### src/rtl/pmix_code_ctrl.sv
// Phase-mixer code controller: turns CDR up/down decisions into a {coarse, fine} mixer code,
// with wrap/clamp at the range ends and settling hold-off between code updates.
module pmix_code_ctrl #(
    parameter int unsigned NUM_PHASES     = 4,
    parameter int unsigned SEL_W          = $clog2(NUM_PHASES),
    parameter int unsigned FINE_W         = 8,
    parameter int unsigned STEP_W         = 4,
    parameter int unsigned SETTLE_CYCLES  = 2,
    parameter int unsigned XSETTLE_CYCLES = 4,
    parameter int unsigned SAT_MODE       = 0
) (
    input  logic                    CLK,
    input  logic                    RST_n,
    input  logic                    En,
    input  logic                    Up,
    input  logic                    Dn,
    input  logic [STEP_W-1:0]       Step,
    input  logic                    Load,
    input  logic [SEL_W+FINE_W-1:0] Load_Code,
    output logic [SEL_W+FINE_W-1:0] Code,
    output logic [SEL_W-1:0]        P1_Sel,
    output logic [SEL_W-1:0]        P2_Sel,
    output logic                    Update,
    output logic                    Busy,
    output logic                    Slip_Up,
    output logic                    Slip_Dn,
    output logic                    Sat
);

    localparam int unsigned CodeW     = SEL_W + FINE_W;
    localparam int unsigned SettleMax = SETTLE_CYCLES + XSETTLE_CYCLES;
    localparam int unsigned CntW      = (SettleMax < 1) ? 1 : $clog2(SettleMax + 1);
    localparam bit          SatEn     = (SAT_MODE != 0);

    // NUM_PHASES is a power of 2, so the range is exactly 2^CodeW.
    localparam logic [CodeW:0]  RangeVal   = {1'b1, {CodeW{1'b0}}};
    localparam logic [CntW-1:0] SettleBase = CntW'(SETTLE_CYCLES);
    localparam logic [CntW-1:0] SettleX    = CntW'(XSETTLE_CYCLES);

    typedef enum logic [1:0] {
        StIdle,
        StApply,
        StSettle
    } state_e;

    state_e            state_q, state_d;
    logic [CodeW-1:0]  code_q, code_d;
    logic [CodeW-1:0]  pend_q, pend_d;
    logic              pslip_up_q, pslip_up_d;
    logic              pslip_dn_q, pslip_dn_d;
    logic              psat_q, psat_d;
    logic [CntW-1:0]   cnt_q, cnt_d;
    logic              update_q, update_d;
    logic              slip_up_q, slip_up_d;
    logic              slip_dn_q, slip_dn_d;
    logic              sat_q, sat_d;

    logic [CodeW:0]    code_ext, step_ext, sum_up, diff_dn, wrap_dn;
    logic              up_ovf, dn_unf, accept, coarse_chg;
    logic [CodeW-1:0]  calc_code;
    logic              calc_su, calc_sd, calc_sat;
    logic [CntW-1:0]   settle_load;

    always_comb begin
        code_ext = {1'b0, code_q};
        step_ext = {{(CodeW + 1 - STEP_W){1'b0}}, Step};
        sum_up   = code_ext + step_ext;
        diff_dn  = code_ext - step_ext;
        wrap_dn  = code_ext + RangeVal - step_ext;
        up_ovf   = (sum_up >= RangeVal);
        dn_unf   = (step_ext > code_ext);
        accept   = En && (Up ^ Dn) && (Step != '0);
    end

    always_comb begin
        calc_code = code_q;
        calc_su   = 1'b0;
        calc_sd   = 1'b0;
        calc_sat  = 1'b0;
        if (Up) begin
            if (!up_ovf) begin
                calc_code = sum_up[CodeW-1:0];
            end else if (SatEn) begin
                calc_code = '1;
                calc_sat  = 1'b1;
            end else begin
                // sum < 2R, so dropping the top bit subtracts R.
                calc_code = sum_up[CodeW-1:0];
                calc_su   = 1'b1;
            end
        end else begin
            if (!dn_unf) begin
                calc_code = diff_dn[CodeW-1:0];
            end else if (SatEn) begin
                calc_code = '0;
                calc_sat  = 1'b1;
            end else begin
                calc_code = wrap_dn[CodeW-1:0];
                calc_sd   = 1'b1;
            end
        end
    end

    assign coarse_chg  = (pend_q[CodeW-1 -: SEL_W] != code_q[CodeW-1 -: SEL_W]);
    assign settle_load = SettleBase + (coarse_chg ? SettleX : '0);

    always_comb begin
        state_d    = state_q;
        code_d     = code_q;
        pend_d     = pend_q;
        pslip_up_d = pslip_up_q;
        pslip_dn_d = pslip_dn_q;
        psat_d     = psat_q;
        cnt_d      = cnt_q;
        update_d   = 1'b0;
        slip_up_d  = 1'b0;
        slip_dn_d  = 1'b0;
        sat_d      = 1'b0;
        if (Load) begin
            // Load overrides everything, including a command waiting in APPLY.
            pend_d     = Load_Code;
            pslip_up_d = 1'b0;
            pslip_dn_d = 1'b0;
            psat_d     = 1'b0;
            state_d    = StApply;
        end else begin
            unique case (state_q)
                StIdle: begin
                    if (accept) begin
                        pend_d     = calc_code;
                        pslip_up_d = calc_su;
                        pslip_dn_d = calc_sd;
                        psat_d     = calc_sat;
                        state_d    = StApply;
                    end
                end
                StApply: begin
                    code_d    = pend_q;
                    update_d  = 1'b1;
                    slip_up_d = pslip_up_q;
                    slip_dn_d = pslip_dn_q;
                    sat_d     = psat_q;
                    cnt_d     = settle_load;
                    state_d   = (settle_load == '0) ? StIdle : StSettle;
                end
                StSettle: begin
                    if (cnt_q <= CntW'(1)) begin
                        cnt_d   = '0;
                        state_d = StIdle;
                    end else begin
                        cnt_d = cnt_q - CntW'(1);
                    end
                end
                default: state_d = StIdle;
            endcase
        end
    end

    always_ff @(posedge CLK or negedge RST_n) begin
        if (!RST_n) begin
            state_q    <= StIdle;
            code_q     <= '0;
            pend_q     <= '0;
            pslip_up_q <= 1'b0;
            pslip_dn_q <= 1'b0;
            psat_q     <= 1'b0;
            cnt_q      <= '0;
            update_q   <= 1'b0;
            slip_up_q  <= 1'b0;
            slip_dn_q  <= 1'b0;
            sat_q      <= 1'b0;
        end else begin
            state_q    <= state_d;
            code_q     <= code_d;
            pend_q     <= pend_d;
            pslip_up_q <= pslip_up_d;
            pslip_dn_q <= pslip_dn_d;
            psat_q     <= psat_d;
            cnt_q      <= cnt_d;
            update_q   <= update_d;
            slip_up_q  <= slip_up_d;
            slip_dn_q  <= slip_dn_d;
            sat_q      <= sat_d;
        end
    end

    assign Code    = code_q;
    assign P1_Sel  = code_q[CodeW-1 -: SEL_W];
    assign P2_Sel  = code_q[CodeW-1 -: SEL_W] + SEL_W'(1);
    assign Update  = update_q;
    assign Busy    = (state_q != StIdle);
    assign Slip_Up = slip_up_q;
    assign Slip_Dn = slip_dn_q;
    assign Sat     = sat_q;

endmodule

### config.mk
export PLATFORM = sky130hd
export DESIGN_NAME = pmix_code_ctrl
export DESIGN_NICKNAME = d
export VERILOG_FILES = /design/src/rtl/pmix_code_ctrl.sv
export SDC_FILE = /design/constraint.sdc
export NUM_CORES = 1
export LEC_CHECK = 0
export ABC_AREA = 1
export ABC_CLOCK_PERIOD_IN_PS = 1870
export CORE_ASPECT_RATIO = 0.8
export CORE_MARGIN = 2
export CORE_UTILIZATION = 54
export CTS_BUF_LIST = sky130_fd_sc_hd__clkbuf_8
export DETAILED_ROUTE_END_ITERATION = 8
export PLACE_DENSITY = 0.82
export SLEW_MARGIN = 20
export SYNTH_ARGS = -nofsm -noshare
export SYNTH_HDL_FRONTEND = slang
export SYNTH_SLANG_ARGS = --single-unit
### constraint.sdc
create_clock -name CLK -period 1.87 [get_ports CLK]
set_input_delay 0.561 -clock CLK [delete_from_list [all_inputs] [get_ports CLK]]
set_output_delay 0.561 -clock CLK [all_outputs]
set_load 0.02 [all_outputs]
==> results.cfg <==
[synth]
synth_nets = 334
synth-seq-cells = 30
synth_cell_type_count = 31
seq_area_frac_synth = 0.354
syn_area_sq_um = 2120
synthAdderAreaFrac = 0.119
synth_compound_area_frac = 0.0986
synth_top_family_by_area = simple AND/OR/NAND/NOR gates
synth_mux_area_frac = 0
yosys_warnings = 0
synth-simple-area-share = 0.304
synth_area_per_cell_sq_um = 7.18
synthXorXnorAreaFrac = 0.0165
synth_cells = 295

[route]
routedLengthMet1_um = 2630
routed_wl_um = 6010
vias = 2278
drt-wirelength-per-cell_um = 14.2
drtIter0Drc = 336
route.met3.wl_um = 478
via_per_inst = 5.37
dr_wl_met2_um = 2760
dr.pass1.iters = 6
drcViolationCount = 0
highest_layer = met4
ant_nets = 0

[setup_path]
cp_top_family = buffers and inverters
crit_buf_inv = 1
crit_path_max_incr_delay_ps = 610
slowest_stage = clkdlybuf4s50_1
cp-start-kind = register
endpoint_kind = output pin
crit_path_cell_trace = clkdlybuf4s50_1
arrival_ps = 1270
cp.required_ps = 1310
worstSetupPathType = register to output pin
worstPathMaxFanout = 2

[place]
dp_cells = 412
port-buffer-count = 37
dp_hpwl_um = 4220
routabilityCongestion = 0.841

[timing]
setup_violations = 0
fmax_mhz = 547
fin_hold_ws_ps = 487
rsz0062_at_grt = true
period_share = 0.977
drv_slew = 0
fin_crit_ps = 1830
finClkSkew_ps = 6.42
final_hold_viol_count = 0

[power_and_ir_drop]
peakVddDrop_mv = 0.800
p_leak_nw = 1.52
p_per_area_nw_per_um2 = 1400

[finish]
syn2layout_area_growth_pct = 40.6
fin_util = 0.789
antennaDiodeCount = 0
fin_nets = 407
drive_gt1_frac = 0.233
fin_cells = 424

[cts]
clk_path_buf_depth = 2
root_buffer = clkbuf_8
cts_tree = built
h-tree-depth = 2
cts_made_buffers = 5
clk_latency_ps = 290
path_clk_slew_ps = 70
cts_hold_buf = 0
cts.sinks = 30

[floorplan]
coreArea_sq_um = 3780
die_area_sq_um = 4450
die_x_um = 74.0
die_h_um = 60.0
start_util = 0.561
placementRows = 20
pin_count = 39

[global_routing]
grt.total_usage = 0.288
gr-total-overflow = 0
grt_pass1_vias = 2124
grt_pass1_wl_um = 9630
antenna_found_initial = 0
grt_max_degree = 31

[hold_path]
holdCritPathClass = register to register

[outcome]
status = complete, no violations

[flow_run]
maxCapViolations = 0
[power by group]
part / switching, W / internal (W)
registers: 0.000197 / 0.000850
logic: 0.00142 / 0.00105
clock network: 0.000268 / 0.000392
[metal layers]
metal / GRT usage / up-vias
met2: 0.467 / 131
li1: - / 1078
met3: 0.0590 / 23
met4: 0.112 / 0
met5: 0 / -
met1: 0.382 / 1046
[cell families (layout without fill, tap and decap cells)]
group                    after synthesis  after routing
buffers and inverters                 50            124
adder cells (fa/ha/maj)               19             19
AO/OA/AOI/OAI                         37             37
other                                  1              1
AND/OR/NAND/NOR                      154            154
XOR/XNOR                               4              4
flip-flops                            30             30
[final cells by class]
cell class / instances / area (sq um)
Clock inverter: 3 / 40.0
Sequential cell: 30 / 752
Tap cell: 55 / 68.8
Timing Repair Buffer: 77 / 641
Fill cell: 254 / 798
Inverter: 39 / 153
Multi-Input combinational cell: 215 / 1260
Clock buffer: 5 / 68.8
[synth_stat cells]
library cell	n	area share
or2_2	1	0.0030
buf_6	2	0.011
nand2_1	87	0.15
conb_1	1	0.0018
o211ai_1	1	0.0035
xnor2_1	1	0.0041
a31oi_1	1	0.0030
clkinv_1	1	0.0018
inv_2	1	0.0018
a22o_1	1	0.0041
inv_1	37	0.066
a22oi_1	2	0.0071
nand2_4	2	0.011
a21oi_1	6	0.014
o21bai_1	2	0.0071
nor2_2	1	0.0030
xor2_1	3	0.012
fa_1	2	0.019
buf_4	4	0.014
nand3_2	1	0.0047
ha_1	17	0.10
o21ai_0	19	0.045
o21ai_1	1	0.0024
nand4_1	3	0.0089
nand3_1	24	0.057
o22ai_1	3	0.0089
nor3_1	2	0.0047
buf_2	5	0.012
a211oi_1	1	0.0035
dfrtp_1	30	0.35
nor2_1	33	0.058
[state kept, by name (all words and copies together) (netlist names)]
register and cells:
Update 1, Slip_Dn 1, pend_q 10, Code 10, Slip_Up 1, pslip_dn_q 1
pslip_up_q 1, cnt_q 3, state_q 2
[through the flow]
step	area, sq um	TNS (ps)	worst slack (ps)	power [W]
finish	2980	0	43.3	0.00417
global route	2980	-160	-58.6	0.00445
floorplan	2120	0	7.57	0.00233
detailed placement	2750	-6830	-683	0.00324
CTS	2900	0	2.90	0.00395
global placement	2750	-6040	-562	0.00319
[cells in the final DEF, fill, tap and decap left out, types with 3 or more instances in the layout]
master	count
inv_1	31
a21oi_1	3
a21oi_2	3
ha_4	3
ha_1	11
nand3_1	20
clkbuf_8	5
buf_4	40
dfrtp_1	29
nand3_2	5
inv_2	6
xor2_1	3
o21ai_0	15
nor2_1	32
nand4_1	3
o22ai_1	3
clkdlybuf4s50_1	19
dlygate4sd2_1	14
ha_2	3
nand2_1	85
[worst paths after layout]
kind / slack [ps] / start / endpoint / cells past startpoint
hold reg to reg: 490 / pend_q[2] / Code[2] / 2
hold / removal: 490 / pend_q[2] / Code[2] / 2
min in group asynchronous: 670 / RST_n / pend_q[2] / 2
max in group asynchronous: 900 / RST_n / Code[1] / 2
setup / recovery: 40 / Code[5] / Code[5] / 1
setup reg to reg: 60 / Code[0] / pend_q[8] / 9
[repair_timing]
| item | CTS | global route |
|---|---|---|
| endpoints found under the hold margin | 0 | 0 |
| gates resized for setup | 34 | 28 |
| pin swaps | 4 | 10 |
| setup buffers | 2 | 2 |
| setup endpoints to repair | 25 | 12 |
(Power assumes the default switching activity.)
